**config.mk**
```make
export PLATFORM = sky130hd
export DESIGN_NAME = lmsm_sequencer
export DESIGN_NICKNAME = d
export VERILOG_FILES = /design/src/rtl/lmsm_sequencer_pkg.sv /design/src/rtl/lmsm_sequencer_lsb_priority_enc.sv /design/src/rtl/lmsm_sequencer.sv
export SDC_FILE = /design/constraint.sdc
export NUM_CORES = 1
export LEC_CHECK = 0
export ABC_AREA = 1
export CAP_MARGIN = 10
export CORE_MARGIN = 2
export CORE_UTILIZATION = 39
export DETAILED_ROUTE_END_ITERATION = 7
export GPL_TIMING_DRIVEN = 0
export PLACE_DENSITY_LB_ADDON = 0.1
export SLEW_MARGIN = 15
export SYNTH_ARGS = -nofsm -noshare
export SYNTH_HDL_FRONTEND = slang
export SYNTH_SLANG_ARGS = --single-unit
```
**constraint.sdc**
```tcl
create_clock -name clk -period 2.6 [get_ports clk]
set_input_delay 0.52 -clock clk [delete_from_list [all_inputs] [get_ports clk]]
set_output_delay 0.52 -clock clk [all_outputs]
set_load 0.01 [all_outputs]
```
**src/rtl/lmsm_sequencer_pkg.sv**
```systemverilog
// lmsm_sequencer_pkg: shared RISC15 opcodes, LM/SM widths and sequencer state encoding
package lmsm_sequencer_pkg;
  localparam int MASK_W = 8;
  localparam int REG_W = 3;
  typedef enum logic [3:0] {
    OP_ADD = 4'b0000,
    OP_ADI = 4'b0001,
    OP_NDU = 4'b0010,
    OP_LHI = 4'b0011,
    OP_LW  = 4'b0100,
    OP_SW  = 4'b0101,
    OP_LM  = 4'b0110,
    OP_SM  = 4'b0111,
    OP_JAL = 4'b1000,
    OP_JLR = 4'b1001,
    OP_BEQ = 4'b1100
  } opcode_t;
  typedef enum logic {IDLE, SEQ} state_t;
endpackage

```
**src/rtl/lmsm_sequencer_lsb_priority_enc.sv**
```systemverilog
// lmsm_sequencer_lsb_priority_enc: lowest-set-bit index, its one-hot and a single-bit flag
module lmsm_sequencer_lsb_priority_enc import lmsm_sequencer_pkg::*; (
  input  logic [MASK_W-1:0] mask,
  output logic [REG_W-1:0]  idx,
  output logic [MASK_W-1:0] one_hot,
  output logic              single_bit
);
  always_comb begin
    idx = '0;
    for (int i = MASK_W - 1; i >= 0; i--) idx = mask[i] ? REG_W'(i) : idx;
  end
  assign one_hot = mask & (~mask + 1'b1);
  assign single_bit = (mask != '0) && ((mask & (mask - 1'b1)) == '0);
endmodule

```
**src/rtl/lmsm_sequencer.sv**
```systemverilog
// lmsm_sequencer: expands LM/SM in pr2 into one single-register micro-op per cycle into pr3
module lmsm_sequencer import lmsm_sequencer_pkg::*; (
  input  logic             clk,
  input  logic             reset,
  input  logic [15:0]      pr2_IR,
  input  logic             pr2_valid,
  input  logic             hold,
  input  logic             flush,
  output logic             fetch_stall,
  output logic             bubble,
  output logic             uop_valid,
  output logic             uop_is_lm,
  output logic [REG_W-1:0] uop_reg,
  output logic [REG_W-1:0] uop_offset,
  output logic             uop_first,
  output logic             uop_last,
  output logic             busy
);
  state_t state;
  logic [MASK_W-1:0] mask, low_bit;
  logic [REG_W-1:0] offset, low_idx;
  logic is_lm, single, detect, start, seq, unused_ra;
  logic [3:0] op;
  assign op = pr2_IR[15:12];
  assign unused_ra = ^pr2_IR[11:8];
  assign detect = pr2_valid && (op == OP_LM || op == OP_SM) && pr2_IR[MASK_W-1:0] != '0 && !flush;
  assign start = state == IDLE && detect && !reset;
  assign seq = state == SEQ && !flush && !reset;
  assign busy = state == SEQ;
  lmsm_sequencer_lsb_priority_enc u_enc (
    .mask(mask),
    .idx(low_idx),
    .one_hot(low_bit),
    .single_bit(single)
  );
  always_comb begin
    uop_valid = seq;
    uop_is_lm = seq && is_lm;
    uop_reg = seq ? low_idx : '0;
    uop_offset = seq ? offset : '0;
    uop_first = seq && offset == '0;
    uop_last = seq && single;
    bubble = start;
    fetch_stall = start || (seq && (!single || hold));
  end
  always_ff @(posedge clk or posedge reset) begin
    if (reset) begin
      state <= IDLE;
      mask <= '0;
      offset <= '0;
      is_lm <= 1'b0;
    end else if (flush) begin
      state <= IDLE;
      mask <= '0;
      offset <= '0;
    end else if (state == IDLE) begin
      if (detect && !hold) begin
        state <= SEQ;
        mask <= pr2_IR[MASK_W-1:0];
        is_lm <= op == OP_LM;
        offset <= '0;
      end
    end else if (!hold) begin
      // last uop releases pr2 on this same edge, so the next instruction sees IDLE immediately
      if (single) begin
        state <= IDLE;
        mask <= '0;
        offset <= '0;
      end else begin
        mask <= mask & ~low_bit;
        offset <= offset + 1'b1;
      end
    end
  end
endmodule

```
* After elaboration in Yosys (flattened, before gate mapping)
Index checks and enable logic that the tools add are counted.
** Word-level totals
- Input bits :: 21
- Register bits :: 13
- Word-level logic and storage cells :: 69
- Output and inout port bits :: 13
** Cells by class
- Reductions and logical operators :: 27
- Bitwise gates (word level) :: 7
- Muxes and demuxes :: 25
- $add $sub $neg :: 3
- Eq/ne operators :: 3
** Operators by type and width (number)
- $mux W3 :: 15
- $mux W8 :: 5
- $and A8 B8 Y8 :: 3
- $not A8 Y8 :: 2
- $reduce_bool A8 Y1 :: 2
- $logic_and A1 B1 Y1 :: 13
- $add A8 B1 Y8 const B :: 1
- $eq A4 B3 Y1 const B :: 2
- $logic_not A8 Y1 :: 1
- $sub A8 B1 Y8 const B :: 1
- $mux W1 :: 5
- $logic_not A1 Y1 :: 4
- $add A3 B1 Y3 const B :: 1
- $logic_not A3 Y1 :: 1
- $logic_or A1 B1 Y1 :: 3
- $ne A3 B3 Y1 const B :: 1
- $reduce_and A3 Y1 :: 1
- $reduce_bool A3 Y1 :: 1
- $not A1 Y1 :: 2
- $reduce_and A2 Y1 :: 1

* Longest topological paths before layout
Gate-level depths: netlist of the first run.
- Depth in word-level cells :: 9
- Mapped depth :: 9
- Mapped depth without buffers :: 9

* Modules after synthesis
From an unflattened synthesis of the first run, not the netlist that was laid out.
** Second synthesis, totals
- Cell total of the unflattened synthesis :: 191
- Area total of the unflattened synthesis :: 1126.1 sq um
** Modules (own cells, without submodules)
- lmsm_sequencer :: area each 905.9 sq um, instances 1, cells an instance 142, sequential area each 325.3 sq um
- lmsm_sequencer_lsb_priority_enc :: area each 220.2 sq um, instances 1, cells an instance 49, sequential area each 0.0 sq um

* Least setup slack after synthesis of the first run
No wires, ideal clock.
- Path kind :: input to output
- From :: input port pr2_IR[15]
- To :: output port fetch_stall
- Path slack :: 766 ps
- Arrival :: 1314 ps
- Stages on the path :: 7
- Buffers on the path :: 0
- Data required time :: 2080 ps
- Cell sequence :: inv_1 > nand3_1 > nor2_2 > nand2_2 > nor3_1 > inv_1 > nand2_1
** Between the ends
- Longest elaborated chain between the ends :: 8
- Elaborated cells on any way between the ends :: 9
- Those cells by class :: eq/ne: 2; reduce/logical: 7
** RTL lines
- from (decl) :: line lmsm_sequencer.sv:5 : input logic [15:0] pr2_IR,
- $eq A4 B3 Y1 :: line lmsm_sequencer.sv:26 : assign detect = pr2_valid && (op == OP_LM || op == OP_SM) && pr2_IR[MASK_W-1:0] != '0 && !flush;
- $logic_or A1 B1 Y1 * :: line lmsm_sequencer.sv:26
- $logic_and A1 B1 Y1 * (3 in a row) :: line lmsm_sequencer.sv:26
- $logic_and A1 B1 Y1 * (2 in a row) :: line lmsm_sequencer.sv:27 : assign start = state == IDLE && detect && !reset;
- via bubble :: line lmsm_sequencer.sv:10 : output logic bubble,
- $logic_or A1 B1 Y1 * :: line lmsm_sequencer.sv:44 : fetch_stall = start || (seq && (!single || hold));
- to (decl) :: line lmsm_sequencer.sv:9 : output logic fetch_stall,
The timed path passes the listed nets; every way through them passes the cells marked *.

* Final worst setup path of the first run
- From :: input port flush
- To :: output port uop_is_lm
** Between the ends
- Longest elaborated chain between the ends :: 4
** RTL lines
- from (decl) :: line lmsm_sequencer.sv:8 : input logic flush,
- $logic_not A1 Y1 :: line lmsm_sequencer.sv:28 : assign seq = state == SEQ && !flush && !reset;
- $logic_and A1 B1 Y1 (2 in a row) :: line lmsm_sequencer.sv:28
- $logic_and A1 B1 Y1 :: line lmsm_sequencer.sv:38 : uop_is_lm = seq && is_lm;
- to (decl) :: line lmsm_sequencer.sv:12 : output logic uop_is_lm,
Every way passes these cells.

==> results_dict.tcl, run 1 <==
set metrics [dict create \
    final_nets 212 \
    relSlewSlack 0.627 \
    synth_xor_area_frac 0.00886 \
    coreArea_mm2 0.00243 \
    max_cap_violations 0 \
    fin_crit_ns 2.49 \
    setup_viol 0 \
    firstDrtPassIters 4 \
    numCtsBuffers 3 \
    synth_common_cells "nand2_1, inv_1, nor2_1" \
    crit_type "primary input to primary output" \
    power-per-cell-area_mw_per_mm2 388 \
    dp.cells 210 \
    crit_path_end "uop_is_lm" \
    yosys_warnings 0 \
    vdd_ir_drop_max_mv 0.205 \
    rows 18 \
    grt_antenna_before_repair 0 \
    post-dp-hpwl_mm 1.93 \
    avgViaCountPerCell 4.89 \
    synth_top_area_frac 0.329 \
    netlist_instances 151 \
    total_power_uw 542 \
    path_clk_slew_ns 0.09 \
    htreeDepth 1 \
    synth_top_family_by_area "simple AND/OR/NAND/NOR gates" \
    start_kind "primary input" \
    io_buffers 29 \
    place.gp.congestion 0.904 \
    synth_edf_count 0 \
    max_freq_mhz 402 \
    end_kind "primary output" \
    die-area_mm2 0.00295 \
    n_antenna_cell 0 \
    synth_compound_area_frac 0.132 \
    hold_class "primary input to asynchronous set/reset pin" \
    die_height_um 54.3 \
    tritoncts "done" \
    ys_seq_area_frac 0.329 \
    yosysMostFrequentCell "nand2_1" \
    synth_fa_ha_area_frac 0.0253 \
    instances_no_fill 218 \
    r2r-start "mask[1]" \
    fin_crit_sh 0.956 \
    synthSimpleGateAreaFrac 0.380 \
    async_flop_share 1.00 \
    ys.flop_type "dfrtp_1" \
    hold_viol_final 0 \
    drc_errors 0 \
    clockBufferDepth 2 \
    placed_cell_area_mm2 0.00132 \
    ioPinCount 34 \
    status "complete, no violations" \
    crit_start "flush" \
    worst_ep_required_time_ns 2.08 \
    cp_max_fo 8 \
    antenna_left 0 \
    ctsRootBufferMaster "clkbuf_4" \
    rsz0062_at_grt "false" \
    worstRegToRegCells 9 \
    tightest_slew_ns 0.559 \
    reg2reg_to "busy" \
    synth_seq_cells 13 \
    hold_ws_ns 0.393 \
    fin_skew_ns 0.00577 \
    grt_pass1_wl_mm 4.38 \
    wl_mm 2.59 \
    synthMuxAreaShare 0 \
    report.final.slew_viol_count 0 \
    synth_top_area_cell "dfrtp_1" \
    power.leakage_nw 0.767 \
    grt_pass1_vias 1047 \
    fillCellCount 236 \
    synth_cell_types 24 \
    final_util 0.575 \
    drive_gt1_frac 0.144 \
    area_growth_pct 41.5 \
    multi_input_area_um2 553 \
    grt_usage 0.207 \
    vias 1067 \
    clock_latency_ns 0.28 \
    drt_first_iter_violations 30 \
    syn_avg_cell_area_um2 6.55 \
    grt_max_degree 14 \
    clock_sinks 13 \
    avgRoutedWirePerCell_um 11.9 \
    overflow 0 \
    syn_nets 174 \
    synthesis.area_um2 988 \
    seqCellArea_um2 328 \
    arrival_ns 1.97 \
    rrSetupSlack_ns 1.03 \
    ys_top_cells_by_area "dfrtp_1, nand2_1, inv_1" \
    fin_area_mm2 0.00140 \
    ctsHoldBuffers 0 \
    initial_core_util 0.406 \
    die_w_um 54.3 \
]
-- how the worst min path moves through the flow --
stage                     cells past startpoint  endpoint  start  slack, ns
after floorplan                               1      busy  reset       0.40
after global placement                        2     is_lm  is_lm       0.48
after detailed placement                      2     is_lm  is_lm       0.48
after CTS                                     2     is_lm  is_lm       0.51
after global routing                          2     is_lm  reset       0.43
final                                         2     is_lm  reset       0.39
-- worst max-delay path: stages --
cell and delay [ns]:
dlygate4sd2_1 0.32, nor2_4 0.13, inv_2 0.07, nor2_4 0.16, inv_2 0.11, nor2_1 0.11
clkdlybuf4s50_1 0.54
-- power breakdown --
part | switching (mW) | total [mW] | internal (mW)
logic | 0.0954 | 0.171 | 0.0757
clock network | 0.0742 | 0.134 | 0.0595
registers | 0.0207 | 0.238 | 0.217
total | 0.190 | 0.542 | 0.352
-- stage by stage --
stage | setup TNS, ns | setup slack (ns)
floorplan | 0 | 0.766
global route | 0 | 0.0417
detailed placement | -2.55 | -0.340
finish | 0 | 0.113
global placement | -2.52 | -0.328
CTS | 0 | 0.00519
-- flip-flops by register name (all words and copies together) (netlist names) --
signal,count
mask,8
busy,1
offset,3
is_lm,1
-- area by class of cell --
class                           instances  share of cell area
Multi-Input combinational cell        107               0.395
Timing Repair Buffer                   33               0.236
Sequential cell                        13               0.234
Inverter                               30              0.0805
Tap cell                               30              0.0268
Clock buffer                            4              0.0188
Buffer                                  1             0.00805
-- cell families after synthesis --
| logic type | Yosys count |
|---|---|
| simple gates | 82 |
| flops | 13 |
| fa+ha+maj | 2 |
| xor+xnor | 1 |
| buf+inv | 31 |
| compound gates | 22 |
-- layout by cell type (no fill, tap or decap), types with 2 or more instances in the layout --
cell	synthesis	layout
ha_1	2	2
nor2_1	16	16
dfrtp_1	13	11
dlymetal6s2s_1	0	5
nand4_1	3	3
nand3_1	8	8
nand2_1	44	44
clkbuf_4	0	3
dlygate4sd2_1	0	2
nand2_2	2	2
buf_4	0	4
nor2_4	3	4
o21ai_1	5	4
a21oi_1	5	5
o22ai_1	3	3
dfrtp_2	0	2
clkdlybuf4s50_1	0	22
inv_1	24	24
inv_2	5	5
o21ai_0	6	6
-- metal layers --
metal	wire [µm]	vias to the layer above	track usage
met5	0	-	0
met4	20	0	0.0750
met3	105	2	0.0246
met2	1310	27	0.367
met1	1150	491	0.254
li1	-	547	-
-- timing repair --
action	4_1_cts	5_1_grt
buffers inserted	3	1
endpoints found under the setup margin	12	4
pin swaps	3	2
gates resized for setup	6	6
Note: power is estimated with default switching activity, not from simulation.
==> inputs of run 2 (changes only) <==
- GPL_TIMING_DRIVEN: 0 -> 1
==> run 2 against run 1 <==
Against the previous run: non-clock buffer count is 9 higher; clock skew fell by 0.0051 ns; largest cell class unchanged; critical endpoint is now uop_offset[2]; count of clock-buffer cells in the layout stayed put.
==> results_dict.tcl, run 2 (synthesis results as in run 1) <==
set metrics [dict create \
    n_antenna_cell 0 \
    hold_viol_final 0 \
    relSlewSlack 0.636 \
    ioPinCount 34 \
    slowest_delay_ns 0.53 \
    path_clk_slew_ns 0.08 \
    vdd_ir_drop_max_mv 0.310 \
    arrival_ns 1.92 \
    die_w_um 54.3 \
    overflow 0 \
    grt_busiest_layer "met2" \
    rows 18 \
    path_depth 8 \
    fin_skew_ns 0.000643 \
    final_cell_mix "nand2_1, inv_1, clkdlybuf4s50_1" \
    clockBufferDepth 2 \
    use_met1 0.232 \
    cp_num_buf_inv 5 \
    numCtsBuffers 3 \
    crit_type "primary input to primary output" \
    worstRegToRegCells 9 \
    tightest_slew_ns 0.545 \
    worst_ep_required_time_ns 2.08 \
    end_kind "primary output" \
    final_common_cell "nand2_1" \
    grt_usage 0.200 \
    post-dp-hpwl_mm 1.97 \
    clock_sinks 13 \
    tritoncts "done" \
    ctsHoldBuffers 0 \
    initial_core_util 0.406 \
    fin_area_mm2 0.00145 \
    power.leakage_nw 0.757 \
    ctsRootBufferMaster "clkbuf_4" \
    place_ws_ns -0.0876 \
    grt_pass1_vias 1017 \
    grt_max_degree 16 \
    cp_max_fo 7 \
    drc_errors 0 \
    multi_input_area_um2 548 \
    place.gp.congestion 0.844 \
    antenna_left 0 \
    final_nets 221 \
    crit_path_cell_trace "dlygate4sd2_1 -> nor2_4 -> inv_2 -> nor2_4 -> inv_2 -> buf_4 -> nor2_1 -> clkdlybuf4s50_1" \
    grt_pass1_wl_mm 4.17 \
    worst_slack_ns 0.159 \
    coreArea_mm2 0.00243 \
    avgRoutedWirePerCell_um 11.5 \
    largest_reg_flops 8 \
    fillCellCount 245 \
    wl_mm 2.60 \
    instances_no_fill 227 \
    drive_gt1_frac 0.178 \
    avgViaCountPerCell 4.84 \
    fin_crit_ns 2.44 \
    grt_antenna_before_repair 0 \
    max_freq_mhz 410 \
    regMostFlops "mask" \
    dp.cells 221 \
    start_kind "primary input" \
    status "complete, no violations" \
    setup_viol 0 \
    grtUsageMet3 0.0656 \
    drt_first_iter_violations 19 \
    clock_latency_ns 0.28 \
    htreeDepth 1 \
    die_height_um 54.3 \
    vias 1098 \
    rsz0062_at_grt "false" \
    use_met2 0.361 \
    power-per-cell-area_mw_per_mm2 375 \
    hold_class "primary input to asynchronous set/reset pin" \
    io_buffers 29 \
    firstDrtPassIters 4 \
    reg_top3 "mask (8), offset (3)" \
    report.final.slew_viol_count 0 \
    placed_cell_area_mm2 0.00140 \
    rrSetupSlack_ns 1.02 \
    area_growth_pct 46.5 \
    crit_family "buffers and inverters" \
    max_cap_violations 0 \
    seqCellArea_um2 327 \
    cp_slowest_cell "clkdlybuf4s50_1" \
    die-area_mm2 0.00295 \
    fin_crit_sh 0.939 \
]
run 2: worst paths after layout:
kind / startpoint / end
worst max-delay path: flush / uop_offset[2]
worst min-delay path: reset / is_lm
worst max register to register: mask[0] / busy
worst min register to register: is_lm / is_lm
max in group asynchronous: reset / busy
min in group clk: is_lm / is_lm
run 2: cell type report:
class / instances / area share
clock buffer: 4 / 0.0182
multi-input combinational: 107 / 0.379
sequential: 13 / 0.226
inverter: 30 / 0.0778
tap: 30 / 0.0259
timing repair buffer: 43 / 0.274
run 2: per-stage QoR:
| step | hold slack (ns) | util | total power, mW | TNS, ns |
|---|---|---|---|---|
| finish | 0.379 | 0.595 | 0.543 | 0 |
| global route | 0.426 | 0.595 | 0.579 | 0 |
| CTS | 0.517 | 0.593 | 0.548 | 0 |
| detailed placement | 0.493 | 0.574 | 0.401 | -0.434 |
| global placement | 0.478 | 0.574 | 0.397 | -0.370 |
| floorplan | 0.397 | - | 0.337 | 0 |
run 2: timing repair:
action                                  4_1_cts  5_1_grt
pin swaps                                     2        0
endpoints found under the setup margin        9        5
buffers inserted                              2        0
resized for setup                             5        3
run 2: routing by layer:
layer / wire length [µm] / part of all wire
met4: 15 / 0.0058
met2: 1340 / 0.51
met1: 1130 / 0.43
met3: 122 / 0.047
met5: 0 / 0
run 2: power breakdown:
group / switching [mW] / internal [mW]
registers: 0.0191 / 0.217
logic: 0.0988 / 0.0774
clock network: 0.0717 / 0.0595
==> inputs of run 3 (changes only) <==
- HOLD_SLACK_MARGIN: unset -> 0.03
==> results of run 3 <==
Final layout, timing and power as in run 2 (identical DEF).
